### src/rtl/pc_select_ctrl.sv
// PC-source select controller: multicycle FSM that sequences PC+4, branch/jump/jr/rte
// target loads and the exception save / vector-fetch / jump path for the PC register mux.
module pc_select_ctrl #(
  parameter int         MEM_LATENCY = 2,
  parameter logic [7:0] EXC_BASE    = 8'd253
) (
  input  logic       clk,
  input  logic       reset,
  input  logic       fetch_req,
  input  logic       decode_valid,
  input  logic [5:0] opcode,
  input  logic [5:0] funct,
  input  logic       zero,
  input  logic       neg,
  input  logic       exc_req,
  input  logic [1:0] exc_code,
  output logic [2:0] pc_sel,
  output logic       pc_write,
  output logic       epc_write,
  output logic       mem_read,
  output logic [7:0] exc_addr,
  output logic       done
);

  typedef enum logic [2:0] {
    S_IDLE, S_INC, S_DECODE, S_UPDATE, S_EXC_SAVE, S_EXC_WAIT, S_EXC_JUMP, S_DONE
  } state_t;

  localparam logic [2:0] SEL_PC4    = 3'd0;
  localparam logic [2:0] SEL_BRANCH = 3'd1;
  localparam logic [2:0] SEL_JUMP   = 3'd2;
  localparam logic [2:0] SEL_REG    = 3'd3;
  localparam logic [2:0] SEL_VECTOR = 3'd4;
  localparam logic [2:0] SEL_EPC    = 3'd5;

  // Last EXC_WAIT count; unreachable when MEM_LATENCY is 0 since EXC_SAVE skips the wait.
  localparam logic [3:0] LAT_LAST = (MEM_LATENCY == 0) ? 4'd0 : 4'(MEM_LATENCY - 1);

  state_t     state_q, state_d;
  logic [2:0] sel_q, sel_d;
  logic [1:0] code_q, code_d;
  logic [3:0] cnt_q, cnt_d;

  logic       taken;
  logic [2:0] target;
  logic       exc_allowed;

  // Target resolution from the decoded instruction and ALU compare flags.
  always_comb begin
    taken  = 1'b0;
    target = SEL_PC4;
    case (opcode)
      6'h04: begin taken = zero;          target = SEL_BRANCH; end
      6'h05: begin taken = !zero;         target = SEL_BRANCH; end
      6'h06: begin taken = zero | neg;    target = SEL_BRANCH; end
      6'h07: begin taken = !zero && !neg; target = SEL_BRANCH; end
      6'h02,
      6'h03: begin taken = 1'b1;          target = SEL_JUMP;   end
      6'h00: begin taken = (funct == 6'h08); target = SEL_REG; end
      6'h10: begin taken = 1'b1;          target = SEL_EPC;    end
      default: begin taken = 1'b0;        target = SEL_PC4;    end
    endcase
  end

  assign exc_allowed = (state_q == S_IDLE)   || (state_q == S_INC)  ||
                       (state_q == S_DECODE) || (state_q == S_UPDATE) ||
                       (state_q == S_DONE);

  // NOTE: every signal driven here gets a default first so no path leaves it unassigned (no latch).
  always_comb begin
    state_d = state_q;
    sel_d   = sel_q;
    code_d  = code_q;
    cnt_d   = cnt_q;
    case (state_q)
      S_IDLE:     if (fetch_req) state_d = S_INC;
      S_INC:      state_d = S_DECODE;
      S_DECODE: begin
        if (decode_valid) begin
          if (taken) begin
            sel_d   = target;
            state_d = S_UPDATE;
          end else begin
            state_d = S_DONE;
          end
        end
      end
      S_UPDATE:   state_d = S_DONE;
      S_EXC_SAVE: begin
        cnt_d   = 4'd0;
        state_d = (MEM_LATENCY == 0) ? S_EXC_JUMP : S_EXC_WAIT;
      end
      S_EXC_WAIT: begin
        if (cnt_q == LAT_LAST) state_d = S_EXC_JUMP;
        else                   cnt_d   = cnt_q + 4'd1;
      end
      S_EXC_JUMP: state_d = S_DONE;
      S_DONE:     state_d = S_IDLE;
      default:    state_d = S_IDLE;
    endcase

    // Exceptions pre-empt any normal transition; code 3 is folded onto invalid-opcode.
    if (exc_req && exc_allowed) begin
      code_d  = (exc_code == 2'd3) ? 2'd0 : exc_code;
      sel_d   = sel_q;
      state_d = S_EXC_SAVE;
    end
  end

  // NOTE: sequential state uses non-blocking assignments so all registers update together.
  always_ff @(posedge clk) begin
    if (reset) begin
      state_q <= S_IDLE;
      sel_q   <= SEL_PC4;
      code_q  <= 2'd0;
      cnt_q   <= 4'd0;
    end else begin
      state_q <= state_d;
      sel_q   <= sel_d;
      code_q  <= code_d;
      cnt_q   <= cnt_d;
    end
  end

  always_comb begin
    pc_sel    = SEL_PC4;
    pc_write  = 1'b0;
    epc_write = 1'b0;
    mem_read  = 1'b0;
    done      = 1'b0;
    case (state_q)
      S_INC:      pc_write = 1'b1;
      S_UPDATE:   begin pc_write = 1'b1; pc_sel = sel_q; end
      S_EXC_SAVE: begin epc_write = 1'b1; mem_read = 1'b1; end
      S_EXC_WAIT: mem_read = 1'b1;
      S_EXC_JUMP: begin pc_write = 1'b1; pc_sel = SEL_VECTOR; end
      S_DONE:     done = 1'b1;
      default:    ;
    endcase
  end

  assign exc_addr = EXC_BASE + {6'd0, code_q};

endmodule
### config.mk
export PLATFORM = sky130hd
export DESIGN_NAME = pc_select_ctrl
export DESIGN_NICKNAME = d
export VERILOG_FILES = /design/src/rtl/pc_select_ctrl.sv
export SDC_FILE = /design/constraint.sdc
export NUM_CORES = 1
export LEC_CHECK = 0
export BUFFER_PORTS_ARGS = -buffer_cell sky130_fd_sc_hd__buf_4
export CAP_MARGIN = 10
export CORE_MARGIN = 4
export CORE_UTILIZATION = 50
export CTS_BUF_LIST = sky130_fd_sc_hd__clkbuf_4 sky130_fd_sc_hd__clkbuf_8 sky130_fd_sc_hd__clkbuf_16
export DETAILED_ROUTE_END_ITERATION = 7
export PLACE_DENSITY = 0.85
export SETUP_SLACK_MARGIN = 0.02
export SLEW_MARGIN = 20
export SYNTH_ARGS = -nofsm -noshare
export SYNTH_HDL_FRONTEND = slang
export SYNTH_SLANG_ARGS = --single-unit
### constraint.sdc
create_clock -name clk -period 2.8 [get_ports clk]
set_input_delay 0.14 -clock clk [delete_from_list [all_inputs] [get_ports clk]]
set_output_delay 0.14 -clock clk [all_outputs]
set_load 0.01 [all_outputs]
## After elaboration in Yosys (flattened, before gate mapping)

Index checks and enable logic that the tools add are counted.

- Register bits: 12
- Input port bits: 21
- Output and inout bits: 15
- Word-level logic and storage cells: 71

- Add/sub/neg operators: 2
- Equality and inequality tests: 24
- Muxes and demuxes: 16
- Bitwise gates (word level): 2
- Reduce and logical (&&, ||, !) cells: 22

Operators with widths:

| operator | count |
|---|---|
| 6-bit by 3-bit equality test with 1-bit output (second input constant) | 4 |
| 3-bit case mux with 7 select lines | 1 |
| 3-bit two-way mux | 5 |
| 3-bit equality test (second input constant) | 4 |
| 6-bit by 2-bit equality test with 1-bit output (second input constant) | 2 |
| 3-bit case mux with 4 select lines | 1 |
| 2-bit inequality test (second input constant) | 4 |
| 4-bit case mux with 2 select lines | 1 |
| 2-bit OR reduction | 4 |
| 3-bit by 2-bit equality test with 1-bit output (second input constant) | 2 |
| 6-bit by 4-bit equality test with 1-bit output (second input constant) | 1 |
| 6-bit by 5-bit equality test with 1-bit output (second input constant) | 1 |
| 6-bit logical NOT | 1 |
| 3-bit by 2-bit inequality test with 1-bit output (second input constant) | 2 |
| 1-bit case mux with 6 select lines | 1 |
| 3-bit case mux with 2 select lines | 1 |
| 3-bit AND reduction | 2 |
| 3-bit OR reduction | 2 |
| 3-bit by 3-bit adder with 4-bit output (first input constant) | 1 |
| 4-bit by 1-bit adder with 4-bit output (second input constant) | 1 |
| 4-bit by 1-bit equality test with 1-bit output (second input constant) | 1 |
| 1-bit logical OR | 4 |
| 1-bit two-way mux | 4 |
| 4-bit two-way mux | 1 |
| 13 further kinds | 15 |

## Longest topological paths before layout

Gate-level depths: netlist of the first run.

- Depth in word-level cells: 8
- Gate-level depth with buffers: 6
- Depth with buffers taken out: 6

## Worst setup path after synthesis of the first run

No wires, ideal clock.

- Kind: register -> register
- Start point: register cnt_q[0]
- End point: register cnt_q[1]
- Arrival: 1.417 ns
- Required time: 2.735 ns
- Path slack: 1.318 ns
- Stages on the path, launching flop included: 6
- Path buffers: 0
- Cell sequence: dfxtp_1 ha_1 or3b_1 and3_1 mux2_1 nor2_1

- Word-level cells in the longest chain between the ends: 3
- Elaborated cells between the ends (all ways): 6

Ends and longest elaborated chain:

| item | line | RTL |
|---|---|---|
| start: declaration | 42 | `logic [3:0] cnt_q, cnt_d;` |
| start signal: assignment | 121 | `cnt_q <= cnt_d;` |
| 4-bit by 1-bit adder with 4-bit output or 4-bit by 1-bit equality test with 1-bit output (tied branches) | 95, 94 |  |
| 4-bit two-way mux or 2-bit inequality test (tied branches) | -- |  |
| 4-bit case mux with 2 select lines or 2-bit AND reduction (tied branches) | -- |  |

Parallel ways exist; a longest one is shown, timed or not. The select of a mux whose other input is x is not followed.
A chain may end at the register's enable or synchronous reset.

## Worst setup path after layout of the first run

- Start point: register state_q[2]
- End point: output port epc_write

- Word-level cells in the longest chain between the ends: 2

Ends and longest elaborated chain:

| item | line | RTL |
|---|---|---|
| start: declaration | 39 | `state_t state_q, state_d;` |
| start signal: assignment | 118 | `state_q <= state_d;` |
| 3-bit equality test | 131 | `case (state_q)` |
| 1-bit two-way mux | 131 |  |
| end: declaration | 19 | `output logic epc_write,` |

Every way passes these cells.

==> impl_metrics.yaml, run 1 <==
clock_network:
  htreeDepth: 1
  worst_setup_hold_path_clk_slew_ns: 0.08
  cts_made_buffers: 3
  worstSkewPairLatency_ns: 0.27
  hold_buffers: 0
  tritoncts_sinks: 12
  clock_tree_from_tritoncts: "done"
  ctsLongestPathBuffers: 2
  ctsResizeCount: 0
  clock-root-buffer: "sky130_fd_sc_hd__clkbuf_4"
  postCtsSetupRepairBufs: 0
setup_path:
  cp.arrival_ns: 1.55
  timing.rr.start: "state_q[1]$_SDFFE_PP0P_"
  reg2reg_setup_slack_ns: 1.13
  critPathCaptureType: "primary output"
  startpoint_types: "flop"
  timing.critical_path.buf_inv: 2
  worstPathCellList: "or3b_2 > inv_1 > buf_4"
  cp_top_family: "flip-flops"
  path_max_fanout: 10
  rr_worst_depth: 4
  critical_path.max_stage_delay_ns: 0.52
  timing.critical_path.required_ns: 2.66
  timing_worst_setup_path_type: "flop to primary output"
  r2r_end: "sel_q[2]$_SDFFE_PP0P_"
  crit_slowest_cell: "sky130_fd_sc_hd__dfxtp_1"
sta:
  post-route-period-util_pct: 60.4
  hold_viol_final: 0
  finalSetupViolCount: 0
  worst_pin_slew_ns: 0.524
  min_tclk_post_route_ns: 1.69
  maxClockFrequency_mhz: 591
  relative_max_transition_margin_pct: 64.9
  count_of_final_max_slew_check_failures: 0
  timing.clock.skew_ns: 0.00345
  tns_ns: 0
  grt_setup_unrepaired: "no"
placement:
  post-dp-hpwl_mm: 1.67
  port-buffer-count: 35
  place.gp.congestion: 0.791
  post-place-cells: 144
yosys:
  synth_top_family_by_area: "simple AND/OR/NAND/NOR gates"
  synth.most_common_cell: "sky130_fd_sc_hd__dfxtp_1"
  postSynthRegisterBits: 12
  post_synth_fa_ha_maj_area_fraction_pct: 4.47
  yosysTopAreaCellShare_pct: 28.6
  postSynthAreaPerCell_um2: 8.23
  synth_flop_cell: "sky130_fd_sc_hd__dfxtp_1"
  synth_fp_nets: 126
  synthesized_area_fraction_occupied_by_ao_oa_aoi_and_oai_cells_pct: 15.5
  syn-cell-area_um2: 840
  synth_xor_area_share_pct: 3.13
  yosys-top-cells-count: "sky130_fd_sc_hd__dfxtp_1 (12), sky130_fd_sc_hd__inv_1 (7), sky130_fd_sc_hd__nand2_1 (7), sky130_fd_sc_hd__nor2_1 (6)"
  synth_simple_gate_area_share_pct: 31.0
  share_of_cell_area_taken_by_muxes_after_synthesis_pct: 7.60
  synthArstFlopShare_pct: 0
  synth_cell_type_count: 43
  yosys-top-cells-area: "sky130_fd_sc_hd__dfxtp_1 (29%), sky130_fd_sc_hd__buf_4 (4.5%), sky130_fd_sc_hd__ha_1 (4.5%)"
  yosys_warnings: 0
  synthDominantAreaCellType: "sky130_fd_sc_hd__dfxtp_1"
  netlist_instances: 102
  synth_enable_flop_cells: 0
  sequential_area_share_after_synthesis_pct: 28.6
global_routing:
  via_count_of_the_first_global_routing_pass: 884
  grt.met1_usage_pct: 20.0
  global_route.usage.met2_pct: 32.0
  grt_pass1_wl_mm: 3.57
  globalRouteTotalUtil_pct: 17.9
  globalRoute.totalOverflow: 0
  grt-busiest-layer: "met2"
  grt_start_max_net_pins: 17
  grt_antenna_before_repair: 0
  grtUsageMet3_pct: 4.59
drt:
  via_count: 850
  drc_violation_count_after_routing: 0
  routed_wire_length_per_instance_um: 14.3
  ant_nets: 0
  drt_first_pass_iters: 4
  finalWirelength_mm: 2.11
  routed_via_density: 5.74
  detailedRoute.firstIterationViolations: 6
die:
  chipWidth_um: 49.0
  placementRows: 14
  ioPinCount: 36
  placeableCoreArea_mm2: 0.00154
  die_height_um: 49.0
  initial_utilization_pct: 54.5
  die-area_mm2: 0.00240
finish:
  n_antenna_cell: 0
  stdcell_count: 148
  num-fill-cells: 124
  design.final.nets: 157
  drive_gt1_share_pct: 34.1
  area_growth_pct: 31.4
hold_path:
  hold_start: "exc_req"
  holdPathEnd: "state_q[1]$_SDFFE_PP0P_"
  hold_depth: 2
  min-delay-path-class: "input port to flop"
run_status:
  status: "finished clean"
pwr:
  p_per_area_mw_per_mm2: 378
  total_power_w: 0.000417
  total_leakage_power_nw: 0.501
  worst_ir_drop_vdd_mv: 0.268
job:
  cap_viol_max_count: 0
[routing by layer]
layer	part of all wire (%)	wire, um
met2	50	1050
met5	0	0
met1	44	922
met4	1.3	28
met3	5.3	112
[cells by family after synthesis]
kind of cell               after synthesis
AOI/OAI and AO/OA                       19
xor gates and xnor gates                 3
adders and majority gates                3
buffers and inverters                   16
DFF                                     12
muxes                                    6
and+or+nand+nor                         43
[stage by stage]
step | hold WS [ns] | instance area [um^2] | utilization [%] | worst slack, ns
after floorplan | 0.229 | 840 | - | 1.32
after global placement | 0.414 | 1070 | 69.2 | 1.22
after detailed placement | 0.411 | 1070 | 69.2 | 1.14
after CTS | 0.122 | 1100 | 71.6 | 1.11
after global routing | 0.135 | 1100 | 71.6 | 0.952
final | 0.130 | 1100 | 71.6 | 1.11
[how the worst max path moves through the flow]
stage	start	end	slack, ns	cells past startpoint
detailed placement	state_q[1]$_SDFFE_PP0P_	sel_q[2]$_SDFFE_PP0P_	1.14	4
global placement	opcode[3]	sel_q[2]$_SDFFE_PP0P_	1.22	5
global route	cnt_q[0]$_SDFFE_PP0P_	state_q[1]$_SDFFE_PP0P_	0.95	4
CTS	state_q[2]$_SDFFE_PP0P_	epc_write	1.11	3
floorplan	cnt_q[0]$_SDFFE_PP0P_	cnt_q[1]$_SDFFE_PP0P_	1.32	5
finish	state_q[2]$_SDFFE_PP0P_	epc_write	1.11	3
[registers in the layout (all words and copies together) (netlist names)]
| name | count |
|---|---|
| cnt_q | 4 |
| code_q | 2 |
| sel_q | 3 |
| state_q | 3 |
[cell type report]
cell class | count | area, um^2 | share of cell area [%]
multi-input cells | 74 | 518 | 46.9
repair buffers | 35 | 263 | 23.8
flip-flops and latches | 12 | 240 | 21.8
clock buffers | 4 | 36.3 | 3.29
inverters | 7 | 26.3 | 2.38
well taps | 16 | 20.0 | 1.81
[power breakdown]
| group | total (W) | internal (W) | switching [W] | leakage (nW) |
|---|---|---|---|---|
| clock | 0.000141 | 0.0000790 | 0.0000616 | 0.0210 |
| combinational | 0.0000863 | 0.0000480 | 0.0000384 | 0.382 |
| sequential | 0.000190 | 0.000176 | 0.0000134 | 0.0976 |
| total | 0.000417 | 0.000303 | 0.000113 | 0.501 |
[placed cells by master, fill, tap and decap left out, types with 2 or more instances in the layout]
| cell type | instances |
|---|---|
| sky130_fd_sc_hd__mux2i_1 | 3 |
| sky130_fd_sc_hd__xor2_1 | 2 |
| sky130_fd_sc_hd__mux2_2 | 2 |
| sky130_fd_sc_hd__nand3_1 | 3 |
| sky130_fd_sc_hd__a21oi_1 | 4 |
| sky130_fd_sc_hd__o22ai_1 | 2 |
| sky130_fd_sc_hd__ha_1 | 3 |
| sky130_fd_sc_hd__and3_1 | 3 |
| sky130_fd_sc_hd__dfxtp_1 | 12 |
| sky130_fd_sc_hd__nand2_1 | 7 |
| sky130_fd_sc_hd__nand2b_1 | 2 |
| sky130_fd_sc_hd__nor3_1 | 3 |
| sky130_fd_sc_hd__nor2_1 | 6 |
| sky130_fd_sc_hd__nor2b_1 | 4 |
| sky130_fd_sc_hd__buf_4 | 35 |
| sky130_fd_sc_hd__o21ai_0 | 5 |
| sky130_fd_sc_hd__clkbuf_4 | 3 |
| sky130_fd_sc_hd__inv_1 | 7 |
| sky130_fd_sc_hd__and2_1 | 2 |
No activity file was read; power rests on OpenSTA's default activity.
==> run 2: changes to the inputs <==
--- a/config.mk
+++ b/config.mk
@@ -8,10 +8,10 @@
 export BUFFER_PORTS_ARGS = -buffer_cell sky130_fd_sc_hd__buf_4
 export CAP_MARGIN = 10
 export CORE_MARGIN = 4
-export CORE_UTILIZATION = 50
+export CORE_UTILIZATION = 46
 export CTS_BUF_LIST = sky130_fd_sc_hd__clkbuf_4 sky130_fd_sc_hd__clkbuf_8 sky130_fd_sc_hd__clkbuf_16
 export DETAILED_ROUTE_END_ITERATION = 7
-export PLACE_DENSITY = 0.85
+export PLACE_DENSITY = 0.8
 export SETUP_SLACK_MARGIN = 0.02
 export SLEW_MARGIN = 20
 export SYNTH_ARGS = -nofsm -noshare
==> constraint.sdc (replaced) <==
create_clock -name clk -period 1.7 [get_ports clk]
set_input_delay 0.085 -clock clk [delete_from_list [all_inputs] [get_ports clk]]
set_output_delay 0.085 -clock clk [all_outputs]
set_load 0.01 [all_outputs]
==> impl_metrics.yaml, run 2 (synthesized netlist as in run 1, its figures left out) <==
sta:
  maxClockFrequency_mhz: 627
  relative_max_transition_margin_pct: 74.1
  count_of_final_max_slew_check_failures: 0
  tns_ns: 0
  hold_viol_final: 0
  worst_pin_slew_ns: 0.387
  post-route-period-util_pct: 93.8
  grt_setup_unrepaired: "yes"
  finalSetupViolCount: 0
  min_tclk_post_route_ns: 1.59
  timing.clock.skew_ns: 0.00169
setup_path:
  cp_common_cell: "sky130_fd_sc_hd__buf_4"
  path_max_fanout: 8
  cp.arrival_ns: 1.51
  critical_path.max_stage_delay_ns: 0.48
  timing.critical_path.buf_inv: 3
  crit_slowest_cell: "sky130_fd_sc_hd__or3b_2"
  startpoint_types: "flop"
  cp_top_family: "simple AND/OR/NAND/NOR gates"
  timing_worst_setup_path_type: "flop to primary output"
  critPathCaptureType: "primary output"
  worstPathCellList: "buf_4 > or3b_2 > inv_1 > buf_4"
  timing.critical_path.required_ns: 1.62
global_routing:
  grt_start_max_net_pins: 15
  globalRoute.totalOverflow: 0
  grt_pass1_wl_mm: 3.20
  via_count_of_the_first_global_routing_pass: 803
  globalRouteTotalUtil_pct: 15.8
  grt_antenna_before_repair: 0
clock_network:
  ctsLongestPathBuffers: 2
  htreeDepth: 1
  clock-root-buffer: "sky130_fd_sc_hd__clkbuf_4"
  worstSkewPairLatency_ns: 0.27
  worst_setup_hold_path_clk_slew_ns: 0.08
  cts_made_buffers: 3
  hold_buffers: 0
  tritoncts_sinks: 12
  postCtsSetupRepairBufs: 0
  clock_tree_from_tritoncts: "done"
finish:
  design.final.nets: 159
  reg.largest.list: "cnt_q: 4 flops, sel_q: 3 flops, state_q: 3 flops"
  n_antenna_cell: 0
  num-fill-cells: 162
  ff_latch_area_um2: 241
  registers.top_by_ff_count: "cnt_q"
  area_growth_pct: 34.1
  largest_reg_flops: 4
  multiInputGateArea_um2: 527
  most-common-layout-cells: "sky130_fd_sc_hd__buf_4 (37), sky130_fd_sc_hd__dfxtp_1 (11), sky130_fd_sc_hd__inv_1 (7), sky130_fd_sc_hd__nand2_1 (7), sky130_fd_sc_hd__nor2_1 (6)"
  drive_gt1_share_pct: 36.8
  commonest_non_fill_non_tap_cell_in_the_layout: "sky130_fd_sc_hd__buf_4"
  stdcell_count: 158
pwr:
  total_leakage_power_nw: 0.504
  power.clock.fraction_pct: 27.6
  switching_power_w: 0.000176
  seq_power_share_pct: 48.4
  p_per_area_mw_per_mm2: 563
  internal-power_w: 0.000458
  p_sw_share_pct: 27.7
  worst_ir_drop_vdd_mv: 0.433
  combinationalPowerShare_pct: 24.0
placement:
  place.gp.congestion: 0.851
  post-dp-hpwl_mm: 1.57
  post-place-cells: 155
  port-buffer-count: 35
die:
  die-area_mm2: 0.00257
  die_height_um: 50.7
  placementRows: 15
  initial_utilization_pct: 48.6
  ioPinCount: 36
  chipWidth_um: 50.7
  placeableCoreArea_mm2: 0.00173
run_status:
  status: "finished clean"
drt:
  via_count: 838
  routed_via_density: 5.30
  drc_violation_count_after_routing: 0
  ant_nets: 0
  detailedRoute.firstIterationViolations: 8
  routed_wire_length_per_instance_um: 12.1
  drt_first_pass_iters: 4
  finalWirelength_mm: 1.91
hold_path:
  min-delay-path-class: "input port to flop"
job:
  cap_viol_max_count: 0
-- run 2: cell count changes in the layout (fill, tap and decap cells not counted) --
cell,delta
sky130_fd_sc_hd__dfxtp_2,+1
sky130_fd_sc_hd__and3_4,+1
sky130_fd_sc_hd__a2111oi_1,+1
sky130_fd_sc_hd__a2111oi_0,-1
sky130_fd_sc_hd__nor2b_2,+1
sky130_fd_sc_hd__dfxtp_1,-1
sky130_fd_sc_hd__nor2b_1,-1
sky130_fd_sc_hd__and3_1,-1
sky130_fd_sc_hd__buf_4,+2
sky130_fd_sc_hd__clkbuf_8,-1
-- run 2: final cells by class --
cell class	instances	area share [%]
clock buffer	3	2.00
inverter	7	2.33
multi-input combinational	74	46.8
sequential	12	21.4
tap	25	2.78
timing repair buffer	37	24.7
-- run 2: repair_timing --
| item | in CTS | in global routing |
|---|---|---|
| hold endpoints to repair | 0 | 0 |
| setup endpoints to repair | 0 | 4 |
| gates resized for setup | 0 | 5 |
-- run 2: metal layers --
layer  vias up  GRT usage, %  wire (um)
li1        422             -          -
met1       388          18.2        729
met2        26          28.7       1070
met3         2          2.08         95
met4         0          6.73         15
met5         -             0          0
-- run 2: metrics by stage --
step                worst slack [ns]  cell area [um^2]  power, W  utilization (%)  hold WS, ns
floorplan                      0.218               840  0.000387                -        0.174
global route                  0.0126              1130  0.000669             65.2       0.0685
detailed placement            0.0950              1090  0.000463             63.3        0.360
CTS                           0.0868              1120  0.000634             64.6       0.0615
finish                         0.105              1130  0.000634             65.2       0.0546
global placement               0.174              1090  0.000458             63.3        0.349
-- run 2: worst paths after layout --
kind | slack (ns) | endpoint | depth (start not counted) | startpoint
setup / recovery | 0.11 | epc_write | 4 | state_q[1]$_SDFFE_PP0P_
hold reg to reg | 0.47 | sel_q[0]$_SDFFE_PP0P_ | 1 | sel_q[0]$_SDFFE_PP0P_
setup reg to reg | 0.16 | cnt_q[1]$_SDFFE_PP0P_ | 6 | cnt_q[1]$_SDFFE_PP0P_
hold / removal | 0.05 | state_q[1]$_SDFFE_PP0P_ | 2 | exc_req
-- run 2: worst register-to-register path, stage by stage, from the launching register on --
cell                      delay, ns
sky130_fd_sc_hd__dfxtp_1       0.34
sky130_fd_sc_hd__inv_1         0.06
sky130_fd_sc_hd__ha_1          0.13
sky130_fd_sc_hd__or3b_1        0.36
sky130_fd_sc_hd__and3_4        0.21
sky130_fd_sc_hd__mux2_1        0.30
sky130_fd_sc_hd__nor2_1        0.08
-- run 2: power by group through the flow --
stage	clock [W]	combinational (W)	sequential (W)
final	0.000175	0.000152	0.000307
after global routing	0.000190	0.000169	0.000310
after CTS	0.000177	0.000150	0.000306
after detailed placement	0	0.000150	0.000313
after global placement	0	0.000146	0.000312
after floorplan	0	0.0000843	0.000303
==> run 3: changes to the inputs <==
--- a/config.mk
+++ b/config.mk
@@ -12,7 +12,6 @@
 export CTS_BUF_LIST = sky130_fd_sc_hd__clkbuf_4 sky130_fd_sc_hd__clkbuf_8 sky130_fd_sc_hd__clkbuf_16
 export DETAILED_ROUTE_END_ITERATION = 7
 export PLACE_DENSITY = 0.8
-export SETUP_SLACK_MARGIN = 0.02
 export SLEW_MARGIN = 20
 export SYNTH_ARGS = -nofsm -noshare
 export SYNTH_HDL_FRONTEND = slang
==> constraint.sdc (replaced) <==
create_clock -name clk -period 1.6 [get_ports clk]
set_input_delay 0.08 -clock clk [delete_from_list [all_inputs] [get_ports clk]]
set_output_delay 0.08 -clock clk [all_outputs]
set_load 0.01 [all_outputs]
==> impl_metrics.yaml, run 3 (synthesized netlist as in run 1, its figures left out) <==
run_status:
  status: "finished clean"
die:
  placeableCoreArea_mm2: 0.00173
  die_height_um: 50.7
  ioPinCount: 36
  initial_utilization_pct: 48.6
  chipWidth_um: 50.7
  placementRows: 15
  die-area_mm2: 0.00257
placement:
  port-buffer-count: 35
  post-dp-hpwl_mm: 1.61
  place.gp.congestion: 0.840
finish:
  n_antenna_cell: 0
  ff_latch_area_um2: 245
  largest_reg_flops: 4
  commonest_non_fill_non_tap_cell_in_the_layout: "sky130_fd_sc_hd__buf_4"
  num-fill-cells: 164
  area_growth_pct: 38.0
  most-common-layout-cells: "sky130_fd_sc_hd__buf_4 (39), sky130_fd_sc_hd__dfxtp_1 (8), sky130_fd_sc_hd__nand2_1 (7), sky130_fd_sc_hd__inv_1 (6), sky130_fd_sc_hd__nor2_1 (6)"
  design.final.nets: 161
  registers.top_by_ff_count: "cnt_q"
  drive_gt1_share_pct: 42.2
  reg.largest.list: "cnt_q: 4 flops, sel_q: 3 flops, state_q: 3 flops"
  multiInputGateArea_um2: 541
drt:
  dr.max_layer_used: "met4"
  detailedRoute.firstIterationViolations: 13
  routed_via_density: 5.29
  met2RoutedLength_mm: 1.13
  drc_violation_count_after_routing: 0
  routed_wire_length_per_instance_um: 12.8
  via_count: 846
  met3_wirelength_um: 126
  ant_nets: 0
  m1WireLength_um: 756
  finalWirelength_mm: 2.04
  drt_first_pass_iters: 4
sta:
  count_of_final_max_slew_check_failures: 0
  tns_ns: 0
  grt_setup_unrepaired: "no"
  worst_pin_slew_ns: 0.372
  hold_ws_ns: 0.0618
  timing.clock.skew_ns: 0.00172
  finalSetupViolCount: 0
  post-route-period-util_pct: 95.8
  hold_viol_final: 0
  maxClockFrequency_mhz: 652
  relative_max_transition_margin_pct: 74.9
  min_tclk_post_route_ns: 1.53
pwr:
  p_per_area_mw_per_mm2: 586
  p_sw_share_pct: 27.1
  worst_ir_drop_vdd_mv: 0.310
  internal-power_w: 0.000495
  total_power_w: 0.000679
  combinationalPowerShare_pct: 25.9
  power.clock.fraction_pct: 26.1
  seq_power_share_pct: 47.9
  switching_power_w: 0.000184
  total_leakage_power_nw: 0.518
setup_path:
  timing.critical_path.required_ns: 1.80
  startpoint_types: "flop"
  cp.arrival_ns: 1.73
  timing_worst_setup_path_type: "flop to flop"
  path_max_fanout: 4
  critPathCaptureType: "flop"
clock_network:
  cts_made_buffers: 3
  worstSkewPairLatency_ns: 0.26
  clock_tree_from_tritoncts: "done"
  ctsLongestPathBuffers: 2
  worst_setup_hold_path_clk_slew_ns: 0.07
  clock-root-buffer: "sky130_fd_sc_hd__clkbuf_4"
  tritoncts_sinks: 12
  htreeDepth: 1
  hold_buffers: 0
hold_path:
  min-delay-path-class: "input port to flop"
global_routing:
  grt_start_max_net_pins: 15
  globalRoute.totalOverflow: 0
  globalRouteTotalUtil_pct: 16.9
  via_count_of_the_first_global_routing_pass: 888
  grt_antenna_before_repair: 0
  grt_pass1_wl_mm: 3.41
job:
  cap_viol_max_count: 0
==> run 3: changes by cell type in the layout (fill, tap and decap cells not counted), sizes merged <==
| cell | previous run | this run |
|---|---|---|
| buf | 37 | 39 |
==> run 3: worst paths after layout <==
| path | end | startpoint | slack, ns | cells past startpoint |
|---|---|---|---|---|
| setup reg to reg | cnt_q[1]$_SDFFE_PP0P_ | cnt_q[1]$_SDFFE_PP0P_ | 0.07 | 6 |
| setup / recovery | cnt_q[1]$_SDFFE_PP0P_ | cnt_q[1]$_SDFFE_PP0P_ | 0.07 | 6 |
| hold / removal | state_q[1]$_SDFFE_PP0P_ | exc_req | 0.06 | 2 |
| hold reg to reg | sel_q[0]$_SDFFE_PP0P_ | sel_q[0]$_SDFFE_PP0P_ | 0.48 | 1 |
==> run 3: stage by stage <==
step                      cell area (um^2)  cells  setup WS (ns)  utilization, %
after floorplan                        840    102          0.118               -
after global placement                1100    156         0.0787            63.8
after detailed placement              1100    156         0.0143            63.8
after CTS                             1130    159        0.00265            65.2
after global routing                  1160    160         0.0120            67.1
final                                 1160    160         0.0668            67.1
==> run 3: final cells by class <==
class	count	share of cell area [%]
clock buffers	3	1.94
inverters	7	2.27
multi-input cells	74	46.7
flip-flops and latches	12	21.2
well taps	25	2.70
repair buffers	39	25.3
==> run 3: power groups by stage <==
stage / registers (W) / logic (W) / clock network, W
global placement: 0.000328 / 0.000162 / 0
global route: 0.000328 / 0.000195 / 0.000202
finish: 0.000326 / 0.000176 / 0.000178
detailed placement: 0.000330 / 0.000166 / 0
CTS: 0.000323 / 0.000168 / 0.000186
floorplan: 0.000322 / 0.0000896 / 0
==> run 3: worst max-delay path, cell delays in order (launching register included) <==
cell and delay, ns:
sky130_fd_sc_hd__dfxtp_2 0.33, sky130_fd_sc_hd__inv_1 0.06, sky130_fd_sc_hd__ha_1 0.12, sky130_fd_sc_hd__or3b_4 0.37
sky130_fd_sc_hd__and3_4 0.21, sky130_fd_sc_hd__mux2_1 0.31, sky130_fd_sc_hd__nor2_1 0.08
==> run 3: metal layers <==
layer / vias up / GRT usage (%)
met2: 29 / 31.7
met4: 0 / 8.07
li1: 427 / -
met1: 384 / 18.2
met3: 6 / 2.67
met5: - / 0
==> run 3: what timing repair did <==
action	4_1_cts	5_1_grt
setup buffers	0	1
pin swaps	0	0
gates resized for setup	3	9
endpoints found under the setup margin	2	6
hold endpoints to repair	0	0
cloned	0	0
